File: src/rtl/animation_ctrl.sv
`default_nettype none
// ============================================================================
//  Module      : animation_ctrl
//  Description : Bouncing 4x4 box animator for a 160x120 VGA pixel adapter.
//                After a go request the block draws a box, waits a number of
//                frame ticks, erases it, moves it one pixel diagonally with
//                bouncing at the screen edges, and repeats until reset.
//  Revision    : 1.0 - initial release
// ----------------------------------------------------------------------------
//  Parameters
//    FRAME_TICKS     : clock cycles per frame tick
//    FRAMES_PER_MOVE : frame ticks spent showing the box before it moves
//
//  Ports
//    clock      in   system clock, rising-edge
//    reset      in   asynchronous active-low reset
//    go         in   start request, only honoured while idle
//    colour_in  in   [2:0] colour for the next box drawn
//    x          out  [7:0] pixel column to the VGA adapter
//    y          out  [6:0] pixel row to the VGA adapter
//    colour     out  [2:0] pixel colour to the VGA adapter
//    writeEn    out  plot strobe, one pixel per asserted cycle
//    busy       out  high whenever the animation is running
// ============================================================================
module animation_ctrl #(
    parameter int FRAME_TICKS     = 833333,
    parameter int FRAMES_PER_MOVE = 15
) (
    input  logic       clock,
    input  logic       reset,
    input  logic       go,
    input  logic [2:0] colour_in,
    output logic [7:0] x,
    output logic [6:0] y,
    output logic [2:0] colour,
    output logic       writeEn,
    output logic       busy
);

    // ------------------------------------------------------------------------
    // Constants
    // ------------------------------------------------------------------------
    localparam int C_TICK_W  = (FRAME_TICKS > 1) ? $clog2(FRAME_TICKS) : 1;
    localparam int C_FRAME_W = (FRAMES_PER_MOVE > 1) ? $clog2(FRAMES_PER_MOVE) : 1;

    localparam logic [C_TICK_W-1:0]  C_TICK_LAST  = C_TICK_W'(FRAME_TICKS - 1);
    localparam logic [C_FRAME_W-1:0] C_FRAME_LAST = C_FRAME_W'(FRAMES_PER_MOVE - 1);
    localparam logic [C_TICK_W-1:0]  C_TICK_ONE   = C_TICK_W'(1);
    localparam logic [C_FRAME_W-1:0] C_FRAME_ONE  = C_FRAME_W'(1);

    // Largest legal box origin: origin + 3 must stay on screen (159, 119).
    localparam logic [7:0] C_X_MAX = 8'd156;
    localparam logic [6:0] C_Y_MAX = 7'd116;

    localparam logic [3:0] C_PC_LAST = 4'd15;

    // Direction encodings: 1 = increasing coordinate.
    localparam logic C_DIR_RIGHT = 1'b1;
    localparam logic C_DIR_DOWN  = 1'b1;

    typedef enum logic [2:0] {
        S_IDLE  = 3'd0,
        S_DRAW  = 3'd1,
        S_WAIT  = 3'd2,
        S_ERASE = 3'd3,
        S_MOVE  = 3'd4
    } state_t;

    // ------------------------------------------------------------------------
    // State registers and their next-state values
    // ------------------------------------------------------------------------
    state_t                state_q,  state_d;
    logic [7:0]            xpos_q,   xpos_d;
    logic [6:0]            ypos_q,   ypos_d;
    logic                  dx_q,     dx_d;
    logic                  dy_q,     dy_d;
    logic [2:0]            col_q,    col_d;
    logic [3:0]            pc_q,     pc_d;
    logic [C_TICK_W-1:0]   tick_q,   tick_d;
    logic [C_FRAME_W-1:0]  frame_q,  frame_d;

    // Registered VGA-side outputs
    logic [7:0]            x_q,      x_d;
    logic [6:0]            y_q,      y_d;
    logic [2:0]            colour_q, colour_d;
    logic                  we_q,     we_d;
    logic                  busy_q,   busy_d;

    // ------------------------------------------------------------------------
    // Next-state logic
    // ------------------------------------------------------------------------
    always_comb begin
        state_d = state_q;
        xpos_d  = xpos_q;
        ypos_d  = ypos_q;
        dx_d    = dx_q;
        dy_d    = dy_q;
        col_d   = col_q;
        pc_d    = pc_q;
        tick_d  = tick_q;
        frame_d = frame_q;

        case (state_q)
            S_IDLE: begin
                if (go) begin
                    col_d   = colour_in;
                    pc_d    = 4'd0;
                    state_d = S_DRAW;
                end
            end

            S_DRAW: begin
                // pc wraps 15 -> 0, so it is already cleared for the next plot phase.
                pc_d = pc_q + 4'd1;
                if (pc_q == C_PC_LAST) begin
                    tick_d  = '0;
                    frame_d = '0;
                    state_d = S_WAIT;
                end
            end

            S_WAIT: begin
                if (tick_q == C_TICK_LAST) begin
                    tick_d = '0;
                    if (frame_q == C_FRAME_LAST) begin
                        frame_d = '0;
                        pc_d    = 4'd0;
                        state_d = S_ERASE;
                    end else begin
                        frame_d = frame_q + C_FRAME_ONE;
                    end
                end else begin
                    tick_d = tick_q + C_TICK_ONE;
                end
            end

            S_ERASE: begin
                pc_d = pc_q + 4'd1;
                if (pc_q == C_PC_LAST) begin
                    state_d = S_MOVE;
                end
            end

            S_MOVE: begin
                // Horizontal step; at an edge the box reflects in the same cycle.
                if (dx_q == C_DIR_RIGHT) begin
                    if (xpos_q == C_X_MAX) begin
                        dx_d   = ~C_DIR_RIGHT;
                        xpos_d = C_X_MAX - 8'd1;
                    end else begin
                        xpos_d = xpos_q + 8'd1;
                    end
                end else begin
                    if (xpos_q == 8'd0) begin
                        dx_d   = C_DIR_RIGHT;
                        xpos_d = 8'd1;
                    end else begin
                        xpos_d = xpos_q - 8'd1;
                    end
                end

                // Vertical step, same reflection rule.
                if (dy_q == C_DIR_DOWN) begin
                    if (ypos_q == C_Y_MAX) begin
                        dy_d   = ~C_DIR_DOWN;
                        ypos_d = C_Y_MAX - 7'd1;
                    end else begin
                        ypos_d = ypos_q + 7'd1;
                    end
                end else begin
                    if (ypos_q == 7'd0) begin
                        dy_d   = C_DIR_DOWN;
                        ypos_d = 7'd1;
                    end else begin
                        ypos_d = ypos_q - 7'd1;
                    end
                end

                col_d   = colour_in;
                pc_d    = 4'd0;
                state_d = S_DRAW;
            end

            default: begin
                state_d = S_IDLE;
            end
        endcase
    end

    // ------------------------------------------------------------------------
    // Output decode. Outputs are registered, so they are derived from the
    // next-state values: the pixel presented after an edge belongs to the
    // state entered on that edge.
    // ------------------------------------------------------------------------
    always_comb begin
        we_d     = (state_d == S_DRAW) || (state_d == S_ERASE);
        busy_d   = (state_d != S_IDLE);
        x_d      = 8'd0;
        y_d      = 7'd0;
        colour_d = 3'b000;
        if (we_d) begin
            x_d = xpos_d + {6'd0, pc_d[1:0]};
            y_d = ypos_d + {5'd0, pc_d[3:2]};
        end
        if (state_d == S_DRAW) begin
            colour_d = col_d;
        end
    end

    // ------------------------------------------------------------------------
    // Registers
    // ------------------------------------------------------------------------
    always_ff @(posedge clock or negedge reset) begin
        if (!reset) begin
            state_q  <= S_IDLE;
            xpos_q   <= 8'd0;
            ypos_q   <= 7'd0;
            dx_q     <= C_DIR_RIGHT;
            dy_q     <= C_DIR_DOWN;
            col_q    <= 3'b000;
            pc_q     <= 4'd0;
            tick_q   <= '0;
            frame_q  <= '0;
            x_q      <= 8'd0;
            y_q      <= 7'd0;
            colour_q <= 3'b000;
            we_q     <= 1'b0;
            busy_q   <= 1'b0;
        end else begin
            state_q  <= state_d;
            xpos_q   <= xpos_d;
            ypos_q   <= ypos_d;
            dx_q     <= dx_d;
            dy_q     <= dy_d;
            col_q    <= col_d;
            pc_q     <= pc_d;
            tick_q   <= tick_d;
            frame_q  <= frame_d;
            x_q      <= x_d;
            y_q      <= y_d;
            colour_q <= colour_d;
            we_q     <= we_d;
            busy_q   <= busy_d;
        end
    end

    assign x       = x_q;
    assign y       = y_q;
    assign colour  = colour_q;
    assign writeEn = we_q;
    assign busy    = busy_q;

endmodule
`default_nettype wire

File: config.mk
export PLATFORM = sky130hd
export DESIGN_NAME = animation_ctrl
export DESIGN_NICKNAME = d
export VERILOG_FILES = /design/src/rtl/animation_ctrl.sv
export SDC_FILE = /design/constraint.sdc
export NUM_CORES = 1
export LEC_CHECK = 0
export ABC_CLOCK_PERIOD_IN_PS = 5090
export CORE_ASPECT_RATIO = 1.1
export CORE_MARGIN = 3
export CORE_UTILIZATION = 45
export CTS_CLUSTER_SIZE = 24
export DETAILED_ROUTE_END_ITERATION = 8
export PLACE_DENSITY_LB_ADDON = 0.1
export SETUP_SLACK_MARGIN = 0.4
export SLEW_MARGIN = 20
export SYNTH_ARGS = -nofsm -noshare
export SYNTH_HDL_FRONTEND = slang
export SYNTH_SLANG_ARGS = --single-unit
File: constraint.sdc
create_clock -name clock -period 5.09 [get_ports clock]
set_input_delay 0.509 -clock clock [delete_from_list [all_inputs] [get_ports clock]]
set_output_delay 0.509 -clock clock [all_outputs]
set_load 0.01 [all_outputs]
==> metrics.sh <==
FINAL.SETUP_SKEW_NS=0.00988
SYNTH_AREA_PER_CELL_SQ_UM=9.26
YS_SEQ_ELEMENTS=71
ANTENNA_CELLS_INSERTED=0
MIN-DELAY-PATH-CLASS='input port to asynchronous set/reset pin'
CTS-HTREE-LEVELS=3
COMBINED_AREA_OF_THE_MULTI_INPUT_LOGIC_CELLS_SQ_UM=2260
SETUP.WORST_PATH.CLASS='flip-flop to flip-flop'
NET_COUNT_FINAL=499
POST_LAYOUT_MIN_PERIOD_NS=3.43
WORST_PIN_SLEW_NS=1.07
DRIVE_ABOVE_1_SHARE_PCT=9.54
SETUP_VIOLATIONS=0
SLEW_HEADROOM_PCT=28.4
SYNTH.NET_COUNT=481
LAYOUT-AREA-OVERHEAD-VS-SYNTH_PCT=12.8
SYNTH_ASYNC_SR_FLOP_SHARE_PCT=100
RR_WORST_DEPTH=11
SYNTHCELLS=459
LAYOUT_COMMONEST_CELL='sky130_fd_sc_hd__dfrtp_1'
OUTCOME='complete, no violations'
GRT_ANTENNA_BEFORE_REPAIR=0
SYNTH_FLOP_CELL='sky130_fd_sc_hd__dfrtp_1'
CLOCKBUFFERDEPTH=2
CRIT_ARRIVAL_NS=3.70
DIE_AREA_SQ_UM=10600
PLACE.DETAILED.HPWL_MM=6.82
GRT_OVERFLOW=0
DIE_W_UM=98.7
POST-ROUTE-DRC-COUNT=0
INITIAL_UTILIZATION_PCT=47.2
WORST_SLACK_SETUP_FINAL_NS=1.66
TRITONCTS='built'
COUNT_OF_HOLD_BUFFERS_INSERTED_BY_POST_CTS_REPAIR=0
CLKLATENCYLATEPIN_NS=0.35
DETAILROUTE.VIA_COUNT=3520
FINAL-HOLD-VIOLATION-COUNT=0
POST_DRT_WL_PER_CELL_UM=16.6
N_FILL_CELL=833
SYNTH.DISTINCT_CELLS=74
UNREPAIRED_SETUP_ENDPOINTS_AFTER_GLOBAL_ROUTING='false'
FMAX_GHz=0.292
TIMING.CRITICAL_PATH.FANOUT_MAX=6
SYN_AREA_SQ_UM=4250
CP.REQUIRED_NS=5.36
ANTENNA_LEFT=0
VIAS_PER_CELL=5.91
FIN_SETUP_TNS_NS=0
SEQCELLAREA_SQ_UM=1780
MAXSLEWVIOLCOUNT=0
TIMING.CRITICAL_PATH.FROM_TYPE='flip-flop'
FLOORPLAN.CORE_AREA_SQ_UM=9010
POST_CTS_RESIZE_COUNT=0
GRT_PASS1_VIAS=3518
PLACE.GP.CONGESTION=0.878
YS_WARN_COUNT=0
CTS.SINK_COUNT=71
MAX-CAP-VIOLATIONS=0
FINAL_CELL_MIX='sky130_fd_sc_hd__dfrtp_1, sky130_fd_sc_hd__nand2_1, sky130_fd_sc_hd__o21ai_0'
POWER-PER-CELL-AREA_nW_PER_UM2=238
CLOCK_PIN_SLEW_ON_THE_WORST_SETUP_AND_HOLD_PATHS_NS=0.09
SYNTH-EDFF-COUNT=0
MAXIMUM_NUMBER_OF_PINS_ON_ONE_NET_BEFORE_GLOBAL_ROUTE_REPAIR=72
DRT-INITIAL-DRC-COUNT=129
DIE_H_UM=108
GRT_PASS1_WL_MM=16.7
GROUTE.USAGE.OVERALL_PCT=19.3
DRT_WL_TOTAL_MM=9.87
FINALCRITPERIODSHARE_PCT=67.4
WORST_IR_DROP_VDD_mV=0.110
PRE_CTS_SLACK_NS=1.76
CTS-ROOT-BUF='sky130_fd_sc_hd__clkbuf_8'
CAPTURING_ELEMENT_TYPE_OF_THE_CRITICAL_PATH='flip-flop'
DRT_PRE_ANTENNA_ITERS=5
PIN_COUNT=26
SYNTH.YOSYS.SEQ_AREA_SHARE_PCT=41.9
LEAKAGE_nW=2.01
FP-ROW-COUNT=36
CTS_MADE_BUFFERS=9
PORTBUFFERS=25
POST-CTS-SETUP-BUFFER-COUNT=0
## kinds of logic (layout without fill, tap and decap cells)
group	count (synthesis)	after routing	synth area share, %
adder cells (fa/ha/maj)	16	16	5.06
multiplexers	10	10	2.80
XOR/XNOR	11	11	2.27
AND/OR/NAND/NOR	175	175	22.8
flip-flops	71	71	41.9
buffers and inverters	47	70	4.83
AO/OA/AOI/OAI	129	129	20.4
## per-layer routing
layer  up-vias  global-route usage (%)  wire [um]
met1      1680                    24.5       4270
met3        15                    3.82        409
li1       1728                       -          -
met5         -                       0          0
met4         0                    7.22        204
met2        97                    32.8       4990
## worst max-delay path: stages, from the launching register on
cell and delay, ns:
sky130_fd_sc_hd__dfrtp_1 0.43, sky130_fd_sc_hd__inv_1 0.16, sky130_fd_sc_hd__ha_1 0.24, sky130_fd_sc_hd__nor4b_1 0.68, sky130_fd_sc_hd__a221oi_1 0.21, sky130_fd_sc_hd__o21ai_0 0.35
sky130_fd_sc_hd__ha_1 0.26, sky130_fd_sc_hd__fa_1 0.22, sky130_fd_sc_hd__and2_1 0.14, sky130_fd_sc_hd__a41oi_1 0.19, sky130_fd_sc_hd__a2111o_1 0.39, sky130_fd_sc_hd__o21ai_0 0.08
## sequential cells by signal (all words and copies together) (netlist names)
| signal | flops |
|---|---|
| busy | 1 |
| col_q | 3 |
| colour | 3 |
| dx_q | 1 |
| dy_q | 1 |
| frame_q | 4 |
| pc_q | 4 |
| state_q | 3 |
| tick_q | 20 |
| writeEn | 1 |
| x | 8 |
| xpos_q | 8 |
| y | 7 |
| ypos_q | 7 |
## where the power goes
part | total (mW) | internal (mW) | switching [mW]
sequential | 0.565 | 0.565 | 0.000234
clock | 0.559 | 0.327 | 0.232
combinational | 0.0162 | 0.00440 | 0.0118
## path summary, 6_finish.rpt
kind,slack [ns],end,startpoint
worst max-delay path,1.66,y[6],ypos_q[0]
worst min-delay path,0.28,tick_q[15],reset
worst max register to register,1.66,y[6],ypos_q[0]
worst min register to register,0.48,tick_q[19],tick_q[19]
max in group asynchronous,4.23,ypos_q[0],reset
min in group clock,0.48,tick_q[19],tick_q[19]
## cells in the mapped netlist (all sizes together), types with 5 or more instances
library cell  number  share of area, %
buf               11               1.6
nand2b            10               1.5
a31oi              8               1.2
o31ai             11               1.9
nand2             41               3.6
nand3             21               2.5
xnor2              6               1.2
nand4              8               1.2
a21o               6               1.1
o21ai             42               4.9
xor2               5               1.0
a21oi             17               2.0
clkbuf             9              0.79
ha                14               4.1
mux2i              5               1.5
mux2               5               1.3
nor3              13               1.6
and2               9               1.4
inv               27               2.4
nor2              31               2.7
and3               7               1.0
dfrtp             69                41
## cell type report
| cell class | instances | area share [%] |
|---|---|---|
| clock buffers | 9 | 2.58 |
| clock inverters | 7 | 2.51 |
| multi-input cells | 341 | 47.2 |
| flip-flops and latches | 71 | 37.1 |
| inverters | 27 | 2.11 |
| well taps | 114 | 2.97 |
| repair buffers | 27 | 5.48 |
## through the flow
step / utilization (%) / hold WS [ns] / std cells / power (mW) / cell area (sq um)
after global placement: 50.5 / 0.457 / 580 / 0.594 / 4550
after floorplan: - / 0.213 / 459 / 0.578 / 4250
final: 53.2 / 0.281 / 596 / 1.14 / 4790
after global routing: 53.2 / 0.339 / 596 / 1.18 / 4790
after CTS: 53.2 / 0.318 / 596 / 1.15 / 4790
after detailed placement: 50.5 / 0.464 / 580 / 0.594 / 4550
No activity file was read; power rests on OpenSTA's default activity.
